==> src/rtl/pushbutton_input_port.sv <==
// ---------------------------------------------------------------------------
// pushbutton_input_port
//
// Avalon-MM slave that samples a bank of pushbuttons.  Each bit is brought
// to the requested polarity, passed through a 2-flop synchronizer and then
// debounced.  The debounced level, an interrupt mask and a press-event
// (edge) capture register are presented to the processor.  irq is raised
// while any captured press is also enabled in the mask.
//
// Register map (word address):
//   0 : data          RO   debounced level, 1 = pressed
//   1 : reserved      reads 0, writes ignored
//   2 : interrupt mask R/W
//   3 : edge capture  R, write 1 to clear
//
// Parameters:
//   DW              number of buttons minus 1
//   DEBOUNCE_CYCLES consecutive stable samples needed to accept a change (>= 2)
//   CNT_W           debounce counter width, must hold DEBOUNCE_CYCLES-1
//   INVERT          1 = pins are active-low
//
// Ports:
//   clk         system clock
//   reset       synchronous, active-high reset
//   address     register select
//   byteenable  byte lanes for writes
//   chipselect  slave select
//   read        read strobe (reads are qualified by chipselect alone)
//   write       write strobe
//   writedata   write data
//   KEY         raw asynchronous button pins
//   readdata    registered read data, 1 cycle latency
//   irq         interrupt request, active-high
// ---------------------------------------------------------------------------
module pushbutton_input_port #(
   parameter int DW              = 3,
   parameter int DEBOUNCE_CYCLES = 50000,
   parameter int CNT_W           = 16,
   parameter bit INVERT          = 1'b1
) (
   input  logic        clk,
   input  logic        reset,
   input  logic [1:0]  address,
   input  logic [3:0]  byteenable,
   input  logic        chipselect,
   input  logic        read,
   input  logic        write,
   input  logic [31:0] writedata,
   input  logic [DW:0] KEY,
   output logic [31:0] readdata,
   output logic        irq
);

   localparam logic [CNT_W-1:0] CNT_LAST = CNT_W'(DEBOUNCE_CYCLES - 1);

   logic [DW:0] key_pol;
   logic [DW:0] sync1_reg;
   logic [DW:0] sync2_reg;
   logic [DW:0] stable;
   logic [DW:0] stable_d_reg;
   logic [DW:0] rising;
   logic [DW:0] edge_reg;
   logic [DW:0] edge_next;
   logic [DW:0] edge_clr;
   logic [DW:0] mask_reg;
   logic [DW:0] mask_next;
   logic [31:0] read_mux;
   logic        mask_wr;
   logic        edge_wr;

   // The read strobe and the data/byte lanes above the button count carry
   // no information for this port; reads only need chipselect.
   logic unused_bits;
   assign unused_bits = ^{read, writedata, byteenable};

   // Bring every pin to "1 = pressed" before synchronizing, so that the
   // all-zero reset state corresponds to all buttons released.
   assign key_pol = KEY ^ {(DW + 1){INVERT}};

   assign mask_wr = chipselect & write & (address == 2'd2);
   assign edge_wr = chipselect & write & (address == 2'd3);

   always_ff @(posedge clk) begin
      if (reset) begin
         sync1_reg <= '0;
         sync2_reg <= '0;
      end else begin
         sync1_reg <= key_pol;
         sync2_reg <= sync1_reg;
      end
   end

   genvar gi;
   generate
      for (gi = 0; gi <= DW; gi++) begin : g_bit
         logic [CNT_W-1:0] cnt_reg;
         logic             stable_reg;

         // Counts consecutive samples that disagree with the accepted level.
         // Any sample matching the accepted level restarts the count, so a
         // bounce back never lets a partial count carry over.
         always_ff @(posedge clk) begin
            if (reset) begin
               cnt_reg    <= '0;
               stable_reg <= 1'b0;
            end else if (sync2_reg[gi] == stable_reg) begin
               cnt_reg <= '0;
            end else if (cnt_reg == CNT_LAST) begin
               stable_reg <= sync2_reg[gi];
               cnt_reg    <= '0;
            end else begin
               cnt_reg <= cnt_reg + CNT_W'(1);
            end
         end

         assign stable[gi] = stable_reg;

         // Byte lane gi/8 qualifies both the clear and the mask update.
         assign edge_clr[gi]  = edge_wr & writedata[gi] & byteenable[gi / 8];
         assign mask_next[gi] = (mask_wr & byteenable[gi / 8]) ? writedata[gi]
                                                               : mask_reg[gi];
      end
   endgenerate

   // Only presses are captured; releases are ignored.
   assign rising = stable & ~stable_d_reg;

   // Set has priority over a simultaneous software clear so that a press
   // landing on the clear cycle is never lost.
   assign edge_next = (edge_reg & ~edge_clr) | rising;

   always_ff @(posedge clk) begin
      if (reset) begin
         stable_d_reg <= '0;
         edge_reg     <= '0;
         mask_reg     <= '0;
      end else begin
         stable_d_reg <= stable;
         edge_reg     <= edge_next;
         mask_reg     <= mask_next;
      end
   end

   always_comb begin
      read_mux = '0;
      case (address)
         2'd0:    read_mux = 32'(stable);
         2'd2:    read_mux = 32'(mask_reg);
         2'd3:    read_mux = 32'(edge_reg);
         default: read_mux = '0;
      endcase
   end

   always_ff @(posedge clk) begin
      if (reset) begin
         readdata <= '0;
      end else if (chipselect) begin
         readdata <= read_mux;
      end
   end

   // Level-sensitive: stays high until software clears or masks the event.
   assign irq = |(edge_reg & mask_reg);

endmodule

==> config.mk <==
export PLATFORM = sky130hd
export DESIGN_NAME = pushbutton_input_port
export DESIGN_NICKNAME = d
export VERILOG_FILES = /design/src/rtl/pushbutton_input_port.sv
export SDC_FILE = /design/constraint.sdc
export NUM_CORES = 1
export LEC_CHECK = 0
export ABC_AREA = 1
export BUFFER_PORTS_ARGS = -buffer_cell sky130_fd_sc_hd__buf_4
export CORE_MARGIN = 2
export CORE_UTILIZATION = 27
export CTS_CLUSTER_DIAMETER = 100
export DETAILED_ROUTE_END_ITERATION = 8
export PLACE_DENSITY_LB_ADDON = 0.2
export SYNTH_ARGS = -nofsm -noshare
export SYNTH_HDL_FRONTEND = slang
export SYNTH_SLANG_ARGS = --single-unit
==> constraint.sdc <==
create_clock -name clk -period 1.6 [get_ports clk]
set_input_delay 0.48 -clock clk [delete_from_list [all_inputs] [get_ports clk]]
set_output_delay 0.48 -clock clk [all_outputs]
set_load 0.05 [all_outputs]
After elaboration in Yosys (flattened, before gate mapping)
Cells that the tools add are included.

Output and inout bits: 33. Register bits: 120.

Mux-type cells: 1. Bitwise logic cells: 23. $add $sub $neg: 4. Reduce and logical (&&, ||, !) cells: 10. Equality and inequality tests: 10.

Operators by type and width (count): $add 16x1->16 const B (4); $eq 16x16->1 const B (4); $and 1x1->1 (12); $and 4x4->4 (3); $not 4->4 (3); $pmux 4 s3 (1); $reduce_or 3->1 (4); $reduce_and 2->1 (4); $eq 1x1->1 (4); $eq 2x2->1 const B (2); $not 1->1 (4); $or 4x4->4 (1); $reduce_or 4->1 (1); $logic_not 2->1 (1).

Logic depth before layout (Yosys ltp)
Gate-level depths: netlist of the first run.

Depth after elaboration: 7. Gate-level depth with buffers: 8. Gate-level depth less buffers: 8.

Least setup slack after synthesis of the first run
OpenSTA, ideal clock, no wires.

Kind: register -> output. From: reg edge_reg[1]. To: out irq. Buffers on the path: 0. Required time: 1.120 ns. Data arrival time: 0.837 ns. Slack: 0.283 ns. Cell stages (with the launch flop): 3. Path through: dfxtp_1 nand2_1 nand4_1.

Cells in the longest elaborated chain, start to end: 2.

RTL lines: from (decl) (RTL line 62) `logic [DW:0] edge_reg;`; from (signal assigned) (RTL line 139) `edge_reg <= edge_next;`; $and 4x4->4 (RTL line 163) `assign irq = |(edge_reg & mask_reg);`; $reduce_or 4->1 (RTL line 163); to (decl) (RTL line 51) `output logic irq`.

No other way between the ends.

Final worst setup path of the first run
Same ends and word-level chain as after synthesis.

==> run summary, run 1 <==
The flow ran to the end, and the final reports show no timing, DRC or antenna violations. After the first detailed-routing iteration, the DRC count stood at 263. The finished cells cover 5164 um^2.

In this run the clock root is driven by a clkbuf_16. The utilization after layout was 31.25%. The final routed wire length divided by cell count is 9.915 um. The clock insertion delay at the later pin of the skew report came out at 340 ps.

The total overflow left after global routing is 0. Data arrives at the worst endpoint at 1060 ps. The pin count of the biggest net entering global routing was 21; the share of the yosys chip area belonging to registers was 40.45%. The worst setup path is launched from a flip-flop. The tools report the yosys synthesis warning count as 0. The tools report the area used by multi-input combinational logic as 2280 um^2.

Number of sinks on the clock net: 92. The tools report the reg-to-reg critical path startpoint as g_bit[1].cnt_reg[0]. The static power due to leakage was 1.825 nW. The area growth from synthesis to layout is 13.41%.

The count of endpoints failing hold in the final timing report is 0, and the final clock period utilization by the worst path is 96.24%. TritonCTS built the clock tree. The run gives 285.2 ps as the tightest hold margin. The count of TritonRoute iterations in the first routing pass was 4. A synthesized cell averages 7.016 um^2. The number of max-slew violations in the final report was 0.

For the worst flop-to-flop path, the logic depth is 6. Clock input transition at the sequential cells of the worst setup and hold paths: 60 ps. The fraction of layout cells with a size suffix above 1 is 11.49%.

After filler insertion, the fill cell instance count of the layout stands at 1811. Number of rows created at floorplan: 47. In this run the register-to-register setup slack is 120 ps. Setup repair after global routing left no endpoint under its margin.

The synthesized netlist contains 30 unique library cells. For the final setup violation count, the log shows 0. The critical path in this run is classified as reg -> out. The portion of synthesized cell area occupied by the leading cell type is 40.45%, and the highest ir drop seen on vdd is 521.6 uV.

The count of nets left with antenna violations once routing finished came out at 0. The longest clock path from root to sink contains 2 buffers. By area the synthesized netlist is led by dfxtp_1, nand2_1, nor2_1. For this run, the slowest stage of the critical path takes 370 ps. In this run the tool buffered the top-level ports with 19 buffer cells. Synthesis inferred 92 register bits. Worst hold-check path type: in -> reg. Traced cell by cell, the critical path runs through nand2_1 > nand4_1 > buf_6. Buffers inserted during clock tree synthesis total 9. The data required time at the worst endpoint was 1120 ps; the post-layout net count was 725.

Derived from the worst setup path, the maximum achievable clock frequency is 649.4 MHz. The placed instances occupy a cell area of 4816 um^2. The initial antenna violation count was 0. The cell family contributing the most delay on the critical path is flip-flops. For this run, design rule violations remaining after detail routing come to 0. The most critical setup path has its startpoint at edge_reg[1]. The capture point of the worst path is irq. The number of cells on the critical path was 3.

Summed over all nets, the half-perimeter wirelength after detailed placement is 6739 um. Summing over every cut layer, the via total after detailed routing is 3781. The sequential cells in the finished layout cover a total of 1844 um^2. Prior to clock tree synthesis, the placed netlist has a worst setup slack of 95.71 ps. In this run the power density over the cells is 943.0 nW/um^2.

The maximum fanout along the worst path works out to 3. On the final layout, the worst clock skew is 7.407 ps. After clock tree synthesis, the setup repair step added 0 buffers. The post-synthesis cell area is 4553 um^2.

The worst register-to-register path ends at g_bit[1].cnt_reg[8]. The die is 133.9 um tall. The tools report the overall global routing resource usage as 10.50%. The per-cell via count in the routed design came out at 4.206.

The capturing element type of the critical path is an output pin. The buffers plus inverters on the worst setup path is 1, and the I/O pin count is 80. Max-cap violations in this run came to 0. The logs give 0 ps for the setup TNS after final layout and 27.55% for the starting utilization of the core area. The core box area is 16520 um^2, and the overall die width is 133.9 um.

Routability-driven placement finished with a final weighted congestion of 0.7837. The first global-routing pass estimated 15390 um of wire. Across all setup checks in the final design, the least slack found is 60.19 ps. dfxtp_1 takes more of the synthesized area than any other cell. The floorplan step defined a die boundary enclosing 17920 um^2.

The deepest level of the CTS H-tree was 3. The post-detailed-routing wire length came out at 8914 um. The run gives 3414 as the via count of the first global-routing pass. 0 antenna diodes ended up in the layout. The register with the most flip-flops in the layout has 64 of them. The gate count of the mapped netlist was 649. The worst path in the final design needs a cycle of 1540 ps, including I/O delays and setup. The highest-delay cell along the critical path is dfxtp_1.
[metal layers]
metal	up-vias	share of wire [%]	global-route usage [%]	wire, um
met1	1672	52	14.22	4601
met5	-	0	0	0
li1	2024	-	-	-
met2	73	42	16.04	3721
met3	12	4.4	1.965	395
met4	0	2.2	5.142	195
[worst reg2reg max path, stage by stage (launching register included)]
cell     delay [ps]
dfxtp_1         360
ha_1            200
nand3_2         130
nor2_2          150
nand3_1         130
nand2_2         290
nor2_1          100
[cells in the final DEF (no fill, tap or decap), types with 2 or more instances in the layout]
| cell type | count |
|---|---|
| nand2_2 | 2 |
| a21oi_1 | 33 |
| xor2_1 | 19 |
| clkbuf_8 | 5 |
| nand2_1 | 149 |
| inv_1 | 67 |
| buf_4 | 21 |
| o21bai_1 | 2 |
| o21ai_0 | 6 |
| a21oi_2 | 3 |
| and2_1 | 3 |
| clkbuf_16 | 9 |
| nor2_2 | 21 |
| conb_1 | 28 |
| or2_2 | 4 |
| xnor2_1 | 8 |
| ha_1 | 4 |
| nor2_1 | 126 |
| clkinv_1 | 2 |
| dfxtp_1 | 90 |
| nand3_2 | 5 |
| o21ai_1 | 2 |
| nand3_1 | 38 |
| nand4_1 | 22 |
| dfxtp_2 | 2 |
[area by class of cell]
cell class                 instances  area share, %
clock buffer                      14          5.694
clock inverter                     2         0.7512
inverter                          70          5.088
multi-input combinational        479          44.15
sequential                        92          35.72
tap                              220          5.331
timing repair buffer              22          3.271
[per-stage QoR]
step,std cells,total power (W)
final,899,0.004869
after global routing,899,0.005075
after CTS,899,0.004966
after detailed placement,883,0.002621
after global placement,883,0.002620
after floorplan,676,0.002622
[kinds of logic after synthesis]
group	count (synthesis)	synth area share, %
other cells	1	0.08236
xor+xnor	27	5.194
fa+ha+maj	4	1.099
simple gates	374	35.86
compound gates	46	5.414
flops	92	40.45
buf+inv	105	11.90
[Yosys cell counts, drive strengths merged]
| cell | count |
|---|---|
| nor3 | 1 |
| conb | 1 |
| o21ai | 8 |
| nor2 | 147 |
| buf | 34 |
| dfxtp | 92 |
| xnor2 | 8 |
| nand2 | 153 |
| ha | 4 |
| a21oi | 36 |
| nand3 | 43 |
| or2 | 4 |
| nand4 | 22 |
| and2 | 3 |
| o21bai | 2 |
| nand3b | 1 |
| clkinv | 2 |
| inv | 68 |
| xor2 | 19 |
| clkbuf | 1 |
[worst min-delay path by stage]
stage                  from      endpoint  slack [ps]  cells after the start
5_1_grt              KEY[3]  sync1_reg[3]         280                      2
3_3_place_gp   sync1_reg[0]  sync2_reg[0]         390                      2
4_1_cts              KEY[3]  sync1_reg[3]         270                      2
2_1_floorplan  sync1_reg[0]  sync2_reg[0]         390                      2
3_5_place_dp   sync1_reg[0]  sync2_reg[0]         390                      2
6_report             KEY[3]  sync1_reg[3]         290                      2
[power by group]
group	internal (W)	switching (W)
Clock	0.00143	0.000874
Sequential	0.00230	0.00000658
Combinational	0.0000449	0.000212
[repair_timing]
action / 4_1_cts / 5_1_grt
hold buffers: 0 / 0
endpoints found under the setup margin: 0 / 4
resized for setup: 0 / 4
hold endpoints to repair: 0 / 0
(Power assumes the default switching activity.)
==> inputs of run 2 (changes only) <==
==> constraint.sdc (replaced) <==
create_clock -name clk -period 1.6 [get_ports clk]
set_input_delay 0.48 -clock clk [delete_from_list [all_inputs] [get_ports clk]]
set_output_delay 0.48 -clock clk [all_outputs]
set_load 0.01 [all_outputs]
==> run 2 against run 1 <==
Net effect:
- critical path depth is the same
- flip-flop and latch count is the same
- power shrank 2.3%
- fmax grew 3.2%
- wire length is the same
- final cell count is the same
- cell area shrank 0.12%
- hold slack is essentially flat
- clock skew is essentially flat
- global-route usage is the same
- utilization is essentially flat
- largest cell class unchanged
- highest routed layer unchanged
==> run summary, run 2 (synthesis gave the netlist of run 1 again) <==
For the total instance count after detailed placement, the log shows 883. The worst path uses 93.24% of the clock period. The startpoint identified for the worst hold timing path is KEY[3].

Net switching is 20.60% of the power. The die is 133.9 um tall. The worst register-to-register path ends at g_bit[1].cnt_reg[8]. The clock passes through at most 2 buffers. Combinational logic is responsible for 3.0% of the overall power.

The run finished with clean final reports. The number of cells on the worst reg-to-reg path is 6, and the count of cells along the worst hold path is 2. The violation count after the first detailed-route iteration is 263. In this run the count of I/O pins placed on the die edge is 80. The library cells used most frequently in the layout, excluding fill and tap cells, are nand2_1, nor2_1, dfxtp_1. The tools report the reg-to-reg critical path startpoint as g_bit[1].cnt_reg[0].

The pin count of the biggest net entering global routing came out at 21. The analysis attributes to cell leakage a power of 1.824 nW. Summed over all layers, the routed wires come to 8914 um. For this run the aggregate overflow at the end of global routing stands at 0. For this run, design rule violations remaining after detail routing come to 0. Buffers inserted during clock tree synthesis total 9. Derived from the worst setup path, the maximum achievable clock frequency is 670.3 MHz. The initial antenna violation count is 0. The die covers 17920 um^2. At the later pin of the worst-skew pair, clock insertion delay measures 340 ps. Clock skew on the completed layout was measured at 7.418 ps. After clock tree synthesis, the clock-pin slew on the worst setup and hold paths is 60 ps.

The run gives 0 as the count of endpoints failing hold in the final timing report. Across the VDD grid, the largest voltage drop is 521.2 uV. The final setup violation count is 0. The deepest level of the CTS H-tree was 3.

The setup check on the worst reg-to-reg path leaves a slack of 120 ps. The total of max-cap violations came out at 0. The kind of critical path was reg -> out. In this run the clock root is driven by a clkbuf_16. The area used by multi-input combinational logic was 2280 um^2. STA classifies the critical path startpoint as a flip-flop. After the last flow step, the layout net total stands at 725.

Cell internal power was estimated by the tool at 0.003777 W. TritonCTS built the clock tree. Per report_power, the clock group accounts for 48.4% of the total. Relative to the synthesized area, the layout overhead comes to 13.27%. The logs give 47 for the number of rows created at floorplan and 0 ps for the setup TNS after final layout.

STA puts the critical path data arrival time at 1010 ps. For the post-CTS repair timing setup buffer count, the log shows 0. The tools report the capturing element type of the critical path as an output pin.

The clock period could shrink to 1492 ps. The filler cells instantiated in the layout total 1814. The core box area was 16520 um^2. In the final layout, the share of cells above drive strength 1 is 11.19%. The clock drives 92 sinks.

Count of TritonRoute iterations in the first routing pass: 4. STA puts the critical path data required time at 1120 ps. After detailed routing, the average wire length per cell comes to 9.915 um.

Setup repair after global routing left no endpoint under its margin. The overall global routing resource usage is 10.50%. The tightest min-delay check is of the in -> reg type.

The register with the most flip-flops in the layout has 64 of them. Once detail routing completed, the nets flagged for antenna violations numbered 0. Starting utilization of the core area: 27.55%. The per-cell via count in the routed design is 4.212, and the number of antenna cells inserted is 0.

Leaving out fill and tap cells, the most frequent cell in the layout is nand2_1. For this design the ratio of total power to cell area is 922.2 nW/um^2. The HPWL after detailed placement is 6739 um, and the routability congestion estimate from global placement is 0.7837. The sink of the worst hold path was sync1_reg[3].

The wire length of the first global-routing pass was 15390 um. For the number of max-slew violations in the final report, the log shows 0. The via count of the first global-routing pass came out at 3414. The detailed router placed 3787 vias in this run. The count of buffers added on input and output ports is 19.

Sequential cells burn 48.6% of the power. The floorplan step set the die width to 133.9 um. The count of cells in the finished layout, fillers not included, comes to 899. In this run the power spent charging and discharging nets is 0.0009797 W. The area of all sequential standard cells is 1842 um^2.

Maximum fanout along the worst path: 3.
[run 2: worst max path at each step]
| stage | from | endpoint | slack, ps | cells after the start |
|---|---|---|---|---|
| after floorplan | g_bit[0].cnt_reg[0] | g_bit[0].cnt_reg[10] | 290 | 7 |
| after global placement | reset | g_bit[2].cnt_reg[7] | 120 | 6 |
| after detailed placement | reset | g_bit[2].cnt_reg[4] | 100 | 6 |
| after CTS | edge_reg[2] | irq | 80 | 3 |
| after global routing | g_bit[2].cnt_reg[0] | g_bit[2].cnt_reg[9] | 0.3 | 6 |
| final | edge_reg[1] | irq | 110 | 3 |
[run 2: power by group through the flow]
stage,clock network [W],registers [W],logic (W)
finish,0.00230,0.00231,0.000143
global route,0.00249,0.00231,0.000163
CTS,0.00240,0.00231,0.000144
detailed placement,0,0.00236,0.000144
global placement,0,0.00236,0.000143
floorplan,0,0.00236,0.000143
[run 2: worst max-delay path, stage by stage, from the launching register on]
cell,delay (ps)
dfxtp_1,330
nand2_1,70
nand4_1,110
buf_4,160
[run 2: cell type report]
class | instances | area share, %
multi-input combinational | 479 | 44.20
sequential | 92 | 35.71
clock buffer | 14 | 5.701
tap | 220 | 5.337
inverter | 70 | 5.095
timing repair buffer | 22 | 3.202
clock inverter | 2 | 0.7521
[run 2: stage by stage]
| stage | total power, W | hold WS (ps) | cell area, um^2 | worst slack, ps | util [%] |
|---|---|---|---|---|---|
| global placement | 0.002505 | 390.3 | 4816 | 117.1 | 29.14 |
| global route | 0.004960 | 276.6 | 5157 | 0.3287 | 31.21 |
| finish | 0.004756 | 285.1 | 5157 | 108.2 | 31.21 |
| floorplan | 0.002504 | 388.3 | 4654 | 292.3 | - |
| CTS | 0.004852 | 271.6 | 5149 | 81.29 | 31.16 |
| detailed placement | 0.002507 | 393.5 | 4816 | 95.71 | 29.14 |
[run 2: metal layers]
layer  GRT usage, %  up-vias  share of wire (%)  wire length (um)
li1               -     2025                  -                 -
met1          14.22     1677                 52              4606
met2          16.04       73                 42              3712
met3          1.965       12                4.5               400
met4          5.142        0                2.2               195
met5              0        -                  0                 0
[run 2: what timing repair did]
action | 4_1_cts | 5_1_grt
gates resized for setup | 0 | 1
hold buffers | 0 | 0
setup endpoints to repair | 0 | 3
==> inputs of run 3 (changes only) <==
CORE_UTILIZATION = 40   (was 27)
==> run 3 against run 2 <==
Net effect:
- clock-buffer cell count is 2 lower
- clock power is 2% higher
- critical path depth stayed put
- clock skew is 2.6 ps higher
- first-iteration DRC count is 51% lower
- global-route usage is 4.0 points higher
- register-to-register slack better by 30 ps
- non-clock buffer count stayed put
- hold slack worse by 1.1 ps
- combinational power is 3% lower
- sequential power hardly changed
- critical path type unchanged
==> run summary, run 3 (synthesis gave the netlist of run 1 again) <==
Clock insertion delay at the later pin of the skew report: 340 ps. Power spread over the standard cell area amounts to 949.5 nW/um^2. By startpoint and endpoint, the worst setup path is classified as reg -> out. TritonCTS built the clock tree. The run gives 0 ps as the setup TNS after final layout. The run finished with clean final reports.

For the count of endpoints failing hold in the final timing report, the log shows 0. The count of input and output buffers came out at 19. Leaving out fill and tap cells, the most frequent cells in the layout are nand2_1, nor2_1, dfxtp_1. Fraction of layout cells with a size suffix above 1: 11.19%. The wire length of the first global-routing pass is 14860 um. The initial antenna violation count was 0.

The violation count after the first detailed-route iteration is 129, and the static power due to leakage is 1.826 nW. STA classifies the critical path endpoint as an output pin. The per-cell via count in the routed design was 4.581.

For the worst setup path, the data required time is 1120 ps. The worst clock skew on the final layout is 9.970 ps. Setup violations remaining at the end of the flow were counted as 0.

The run gives 9 as the clock buffer count from CTS. The tools report the HPWL after detailed placement as 6217 um. The post-layout net count is 725, and the final clock period utilization by the worst path is 93.30%.

The hold-fix buffer count after cts came out at 0. At the placement stage, the worst setup path has a slack of 119.0 ps. The initial utilization of the core area, before any placement, comes to 41.46%. Along the worst path, the maximum fanout reaches 3. Clock root buffer: clkbuf_16. Setup repair after global routing left no endpoint under its margin. For this run, the total global-route usage over all layers was measured as 14.49%. The register with the most flip-flops in the layout has 64 of them. Subtracting the final worst setup slack from the clock period gives 1493 ps.

The min-delay analysis places its worst path in the category in -> reg. The core box area is 10980 um^2. The detail route stage leaves a number of antenna-violating nets equal to 0. The floorplan step set the die width to 110.7 um. The tools report the count of TritonRoute iterations in the first routing pass as 5.

Timing would allow up to 669.9 MHz. Setup slack on the worst reg-to-reg path comes out at 150 ps. In this run the cell area measured after placement is 4716 um^2. The via count of the first global-routing pass was 3457; the I/O pin count was 80.

Entering global routing, the biggest net connects 21 pins. The tools report the cell area after layout as 5057 um^2. The floorplan step defined a die boundary enclosing 12250 um^2. The tools report the number of max-slew violations in the final report as 0. At the worst endpoint, the arrival time is 1010 ps. The clock drives 92 sinks. The library cell used most frequently in the layout, excluding fill and tap cells, is nand2_1. Summed over all layers, the routed wires come to 8368 um. The relative area change from synthesis to final layout was 11.07%.

After detailed routing, the number of remaining DRC violations is 0. The die is 110.7 um tall. For the total of max-cap violations, the log shows 0. STA classifies the critical path startpoint as a flip-flop.

After clock tree synthesis, the clock-pin slew on the worst setup and hold paths is 60 ps. Buffer depth of the longest clock path: 2. After global routing the overflow that remains totals 0. The congestion estimate from routability-driven global placement came to 0.8722.

For the total via count after detailed routing, the log shows 3752. The number of antenna diodes in the final layout is 0. The deepest level of the CTS H-tree is 3. The post-layout worst setup margin was 107.3 ps; the number of rows created at floorplan was 38.

The run gives 480.9 uV as the highest ir drop seen on vdd. The final routed wire length divided by cell count came out at 10.22 um.
[run 3: critical path: stages (launching register included)]
cell and delay (ps):
dfxtp_1 330, nand2_1 70, nand4_1 110, buf_4 160
[run 3: cell type report]
cell class / count / area (um^2)
fill: 1074 / 5926
multi-input combinational: 479 / 2276
sequential: 92 / 1842
clock buffer: 12 / 266.5
inverter: 70 / 262.8
tap: 140 / 175.2
timing repair buffer: 22 / 165.2
clock inverter: 4 / 70.07
[run 3: power breakdown]
group | leakage (nW) | internal [W] | switching (W)
registers | 0.743 | 0.00230 | 0.00000653
clock network | 0.169 | 0.00149 | 0.000861
logic | 0.914 | 0.0000443 | 0.0000946
total | 1.83 | 0.00384 | 0.000962
[run 3: stage by stage]
| stage | hold WS, ps | total power, W | utilization, % | instances |
|---|---|---|---|---|
| 2_1_floorplan | 388.3 | 0.002504 | - | 676 |
| 3_3_place_gp | 389.8 | 0.002500 | 42.94 | 803 |
| 3_5_place_dp | 393.7 | 0.002502 | 42.94 | 803 |
| 4_1_cts | 272.4 | 0.004871 | 46.00 | 819 |
| 5_1_grt | 284.9 | 0.004982 | 46.05 | 819 |
| 6_report | 284.1 | 0.004802 | 46.05 | 819 |
[run 3: repair_timing]
| item | 4_1_cts | 5_1_grt |
|---|---|---|
| endpoints found under the setup margin | 0 | 1 |
| gates resized for setup | 0 | 1 |
| buffers inserted | 0 | 0 |
[run 3: final timing paths]
check                           start              endpoint  cells after the start
hold / removal                 KEY[2]          sync1_reg[2]                      2
setup reg to reg  g_bit[0].cnt_reg[0]  g_bit[0].cnt_reg[14]                      6
setup / recovery          edge_reg[1]                   irq                      3
hold reg to reg          sync1_reg[0]          sync2_reg[0]                      2
[run 3: layer usage]
metal | GRT usage (%) | vias up | wire (um)
met3 | 2.570 | 14 | 350
met2 | 22.90 | 78 | 3631
met1 | 18.89 | 1642 | 4188
met5 | 0 | - | 0
li1 | - | 2018 | -
met4 | 7.667 | 0 | 198
